===== src/rtl/program_loader.sv =====
// program_loader: loads a program image into the CPU's instruction memory.
//
// Accepts DEPTH image bytes over a valid/ready handshake and writes each one,
// one cycle after it is accepted, to consecutive memory addresses starting at 0.
// A trailing checksum byte must bring the modulo-2**DATA_W sum of all bytes to
// zero. The CPU is held in reset until a good image has been loaded.
//
// Ports:
//   clk        clock, all logic on the rising edge
//   rst        synchronous reset, active low
//   start      request a (re)load; ignored while loading or checking
//   in_valid   upstream byte valid
//   in_data    upstream byte
//   in_ready   loader accepts a byte this cycle
//   we         instruction memory write enable (one cycle per accepted image byte)
//   waddr      instruction memory write address (holds when we is low)
//   wdata      instruction memory write data (holds when we is low)
//   cpu_rst_n  CPU reset; low holds the CPU in reset
//   busy       loading or checking
//   done       good image loaded, CPU running
//   err        checksum mismatch
module program_loader #(
  parameter int unsigned ADDR_W = 4,
  parameter int unsigned DATA_W = 8,
  parameter int unsigned DEPTH  = 16
) (
  input  logic              clk,
  input  logic              rst,
  input  logic              start,
  input  logic              in_valid,
  input  logic [DATA_W-1:0] in_data,
  output logic              in_ready,
  output logic              we,
  output logic [ADDR_W-1:0] waddr,
  output logic [DATA_W-1:0] wdata,
  output logic              cpu_rst_n,
  output logic              busy,
  output logic              done,
  output logic              err
);

  typedef enum logic [2:0] {StIdle, StLoad, StCheck, StRun, StErr} state_e;

  localparam logic [ADDR_W-1:0] LastIdx = ADDR_W'(DEPTH - 1);

  state_e              state_q, state_d;
  logic [ADDR_W-1:0]   idx_q, idx_d;
  logic [DATA_W-1:0]   sum_q, sum_d;
  logic [DATA_W-1:0]   sum_next;
  logic                we_q, we_d;
  logic [ADDR_W-1:0]   waddr_q, waddr_d;
  logic [DATA_W-1:0]   wdata_q, wdata_d;
  logic                xfer;

  // Moore outputs decoded from the state register
  always_comb begin
    in_ready  = (state_q == StLoad) || (state_q == StCheck);
    busy      = in_ready;
    done      = (state_q == StRun);
    err       = (state_q == StErr);
    cpu_rst_n = (state_q == StRun);
  end

  assign xfer     = in_valid && in_ready;
  // Sum wraps naturally at DATA_W bits
  assign sum_next = sum_q + in_data;

  always_comb begin
    state_d = state_q;
    idx_d   = idx_q;
    sum_d   = sum_q;
    we_d    = 1'b0;
    waddr_d = waddr_q;
    wdata_d = wdata_q;

    case (state_q)
      StIdle, StRun, StErr: begin
        if (start) begin
          state_d = StLoad;
          idx_d   = '0;
          sum_d   = '0;
        end
      end
      StLoad: begin
        if (xfer) begin
          we_d    = 1'b1;
          waddr_d = idx_q;
          wdata_d = in_data;
          sum_d   = sum_next;
          // DEPTH == 2**ADDR_W, so the increment wraps idx back to 0 on the last byte
          idx_d   = idx_q + 1'b1;
          if (idx_q == LastIdx) begin
            state_d = StCheck;
          end
        end
      end
      StCheck: begin
        if (xfer) begin
          state_d = (sum_next == '0) ? StRun : StErr;
        end
      end
      default: state_d = StIdle;
    endcase
  end

  always_ff @(posedge clk) begin
    if (!rst) begin
      state_q <= StIdle;
      idx_q   <= '0;
      sum_q   <= '0;
      we_q    <= 1'b0;
      waddr_q <= '0;
      wdata_q <= '0;
    end else begin
      state_q <= state_d;
      idx_q   <= idx_d;
      sum_q   <= sum_d;
      we_q    <= we_d;
      waddr_q <= waddr_d;
      wdata_q <= wdata_d;
    end
  end

  assign we    = we_q;
  assign waddr = waddr_q;
  assign wdata = wdata_q;

endmodule


===== config.mk =====
export PLATFORM = sky130hd
export DESIGN_NAME = program_loader
export DESIGN_NICKNAME = d
export VERILOG_FILES = /design/src/rtl/program_loader.sv
export SDC_FILE = /design/constraint.sdc
export NUM_CORES = 1
export LEC_CHECK = 0
export CAP_MARGIN = 20
export CORE_MARGIN = 2
export CORE_UTILIZATION = 48
export DETAILED_ROUTE_END_ITERATION = 8
export PLACE_DENSITY = 0.75
export SYNTH_ARGS = -nofsm -noshare
export SYNTH_HDL_FRONTEND = slang
export SYNTH_SLANG_ARGS = --single-unit

===== constraint.sdc =====
create_clock -name clk -period 2.5 [get_ports clk]
set_input_delay 0.5 -clock clk [delete_from_list [all_inputs] [get_ports clk]]
set_output_delay 0.5 -clock clk [all_outputs]
set_load 0.01 [all_outputs]

; Yosys cells after proc, flatten, opt, wreduce, memory -nomap -nowiden
; Cells that the tools add are included.
; Widths: inputs -> output; s select.
[totals]
out_inout_bits = 18
in_bits = 12
ff_bits = 28
word_cells = 40
[op_classes]
muxes = 13
addsub = 2
n_eq_ne = 9
n_reduce_logical = 10
[op_table]
columns = operator, n
row1 = $mux 8, 2
row2 = $pmux 8 s2, 1
row3 = $mux 3, 5
row4 = $pmux 3 s3, 1
row5 = $add 8x8->8, 1
row6 = $logic_not 8->1, 1
row7 = $mux 4, 2
row8 = $pmux 4 s2, 1
row9 = $eq 3x2->1 const B, 2
row10 = $ne 2x2->1 const B, 3
row11 = $add 4x1->4 const B, 1
row12 = $eq 4x4->1 const B, 1
row13 = $reduce_and 2->1, 2
row14 = $reduce_and 4->1, 1
row15 = $eq 3x1->1 const B, 1
row16 = $eq 3x3->1 const B, 1
row17 = $logic_not 3->1, 1
row18 = $reduce_and 3->1, 1
row19 = $reduce_or 3->1, 1
row20 = $ne 2x1->1 const B, 1
row21 = $reduce_bool 2->1, 1
row22 = $logic_and 1x1->1, 1
row23 = $logic_or 1x1->1, 1
row24 = $mux 1, 1

; Logic depth before layout (Yosys ltp)
[depth]
ltp_word = 5
depth_mapped = 7
mapped_depth_nobuf = 7

; Least setup slack after synthesis
; OpenSTA, ideal clock, no wires.
[synth_timing]
path_kind = input to register
from = input in_data[0]
to = register state_q[2]
required_ns = 2.384
slack_ns = 0.169
arrival_ns = 2.215
n_path_buf = 0
cell_stages = 7
setup_ns = 0.116
path_cell_list = ha_1 -> fa_1 -> a211o_1 -> a21o_1 -> a221oi_2 -> nand4_1 -> a41o_1
[synth_via]
elab_chain_len = 5
[synth_rtl]
columns = element, line
row1 = "start, declared", 31  ; input logic [DATA_W-1:0] in_data,
row2 = $add 8x8->8, 66  ; assign sum_next = sum_q + in_data;
row3 = $logic_not 8->1, 99  ; state_d = (sum_next == '0) ? StRun : StErr;
row4 = $mux 3, 99
row5 = $mux 3, 98  ; if (xfer) begin
row6 = $pmux 3 s3, 76  ; case (state_q)
row7 = "end signal, assigned", 108  ; state_q <= StIdle;
row8 = "end signal, assigned", 115  ; state_q <= state_d;
row9 = "end, declared", 46  ; state_e state_q, state_d;
; Every way passes these cells. The select of a mux whose other input is x is not followed.
; A chain may end at the register's enable or synchronous reset.

; Final worst setup path
[layout_timing]
from = input in_data[2]
to = register state_q[2]
; The elaborated chain is that of the path after synthesis.

==> metrics.csv <==
metric;value;unit
Vias/cell;5.44;
crit-path cells;clkdlybuf4s50_1 -> ha_1 -> a211o_1 -> a21o_1 -> a221oi_2 -> nand4_1 -> a41o_1;
Core Box Area;0.00308;mm2
hold_sp;in_data[0];
commonest non-fill, non-tap cells in the layout;35 x nand2_1, 28 x dfxtp_1, 27 x clkdlybuf4s50_1;
Final setup viols;0;
Total GRT Usage;21.9;%
Via Count;1447;
Worst Max-Slew Pin Slew;0.626;ns
cell total after placement;262;
CP endpoint kind;flip-flop;
number of port buffers;29;
worst vdd ir;0.404;mV
diodes inserted;0;
# Max-Cap Violations;0;
Cell Area, Synth;0.00156;mm2
Setup crit start kind;primary input;
vias in the first global route;1339;
async set-reset flop share out of synthesis;0;%
DRT iter0 DRCs;45;
syn nets;204;
Reg clk slew, reported paths;0.15;ns
setup skew after layout;0.00603;ns
R2R depth;7;
DRT Pass-1 Iters;4;
Worst Hold Class;primary input to flip-flop;
Max Fclk;0.421;GHz
Seq/Total Area, Yosys;36.0;%
Ports;30;
Gate Count Post-Synth;183;
Die X;61.0;um
Max Slew Vio Count;0;
H-tree depth;1;
largest net degree at the start of global routing;18;
Clock Tree Root;clkbuf_4;
Post-Syn Area per Cell;8.51;um2
Final Hold Viols;0;
CTS tree;yes;
worst-case clock buffer depth;2;
worst skew pair latency;0.33;ns
Final Worst Setup Slack;0.124;ns
Period minus WS final;2.38;ns
WP data required;2.74;ns
Final period util;95.0;%
dominant synthesized flop cell;dfxtp_1;
status;finished, final reports clean;
# DRC;0;
DRT antenna net count;0;
Critical R2R Launch;sum_q[0];
Worst Hold Depth;3;
PwrDens;441;mW/mm2
P&R area growth vs syn;30.0;%
Num CTS Buffers;3;
Min Hold Slack;0.460;ns
DRT Wirelength;3720;um
CP Data Arrival Time;2.62;ns
Place WS;-0.459;ns
# clock sinks;28;
Yosys reg bits;28;
slew margin rel.;58.1;%
setup tns final;0;ns
share of post-route cells with drive strength above 1;12.6;%
non-filler cells, final;266;
Die H;61.0;um
Cell Rows;20;
HPWL Detailed;2800;um
FF-to-FF End;state_q[2];
worst-path fanout max;4;
most common cell after layout, fill and taps aside;nand2_1;
critical path type;primary input to flip-flop;
# nets final;244;
fillcell total;280;
WP buf/inv;1;
delay of the slowest cell on the worst path;0.43;ns
Initial Util;50.6;%
EDFF count, synth;0;
gr ovfl total;0;
Top delay family on crit path;compound AO/OA/AOI/OAI gates;
critical-path cell with the highest stage delay;clkdlybuf4s50_1;
Synth cell types;45;
RSZ-0062 raised after global routing;no;
r2r setup slk;0.22;ns
area of the die;0.00372;mm2
RD Place Congestion;0.888;
antenna violations before repair;0;
Syn. warnings;0;
hold endpoint;wdata[0];
Lkg Pwr;0.806;nW
wire length of the first global-routing pass;6070;um
WL/cell;14.0;um
-- worst max path at each step --
stage                    start    endpoint  cells past startpoint
CTS                 in_data[0]  state_q[2]                      8
global placement    in_data[0]  state_q[2]                      8
finish              in_data[2]  state_q[2]                      7
floorplan           in_data[0]  state_q[2]                      7
detailed placement  in_data[0]  state_q[2]                      8
global route        state_q[0]    in_ready                      4
-- kinds of logic after synthesis --
group	after synthesis	synth area share (%)
flops	28	36.0
simple gates	77	25.1
buf+inv	13	3.85
xor+xnor	6	3.37
compound gates	50	23.9
fa+ha+maj	9	7.71
-- timing repair --
action,CTS,global route
pin swaps,4,6
setup endpoints to repair,2,3
gates cloned,0,0
gates resized for setup,2,3
hold buffers,0,0
buffers inserted,0,0
-- per-stage QoR --
| step | total power [mW] | area [um2] | utilization, % |
|---|---|---|---|
| floorplan | 0.592 | 1560 | - |
| global placement | 0.673 | 1970 | 64.1 |
| detailed placement | 0.679 | 1970 | 64.1 |
| CTS | 0.900 | 2020 | 65.5 |
| global route | 0.942 | 2030 | 65.8 |
| finish | 0.892 | 2030 | 65.8 |
-- metal layers --
layer | track usage [%] | share of wire (%) | vias up
li1 | - | - | 730
met1 | 27.1 | 44 | 671
met2 | 38.4 | 50 | 40
met3 | 5.12 | 4.8 | 6
met4 | 5.59 | 1.7 | 0
met5 | 0 | 0 | -
-- state kept, by name, summed over array words and instances, names as in the netlist --
| signal | flops |
|---|---|
| sum_q | 8 |
| wdata | 8 |
| idx_q | 4 |
| waddr | 4 |
| state_q | 3 |
| we | 1 |
-- area by class of cell --
| cell class | count | area [um2] | area share (%) |
|---|---|---|---|
| clock buffers | 4 | 36.3 | 1.79 |
| multi-input cells | 142 | 947 | 46.8 |
| inverters | 3 | 11.3 | 0.556 |
| flip-flops and latches | 28 | 561 | 27.7 |
| well taps | 44 | 55.1 | 2.72 |
| repair buffers | 45 | 415 | 20.5 |
-- worst reg2reg max path, delay by kind of cell (launching register included) --
kind                     cells  cell delay (ns)
adder cells (fa/ha/maj)      2             0.57
AO/OA/AOI/OAI                4             1.07
AND/OR/NAND/NOR              1             0.20
flip-flops                   1             0.35
-- synth_stat cells, types with 2 or more instances --
cell       instances  area [um2]
o21ai_0            8        40.0
and2_1             4        25.0
xor2_1             4        35.0
nand2_1           35         131
buf_4              2        15.0
a21o_1             2        15.0
a2bb2oi_1          2        17.5
o21a_1             2        15.0
inv_1              3        11.3
a21oi_1            4        20.0
nand3_1            5        25.0
nor2b_1            4        25.0
xnor2_1            2        17.5
o211ai_1           3        22.5
nand3b_1           2        15.0
and3b_1            2        17.5
buf_2              3        15.0
nand4_1            3        18.8
ha_1               8         100
nor2_1             8        30.0
or2_1              2        12.5
a21boi_0          17         128
nor3b_1            4        30.0
dfxtp_1           28         561
clkbuf_1           4        15.0
a211o_1            2        17.5
or2_2              2        12.5
-- power breakdown --
group	internal, mW	leakage [nW]	switching (mW)	total [mW]
registers	0.461	0.227	0.0123	0.474
logic	0.102	0.557	0.0961	0.198
clock network	0.0892	0.0210	0.132	0.221
total	0.652	0.806	0.240	0.892
No activity file was read; power rests on OpenSTA's default activity.
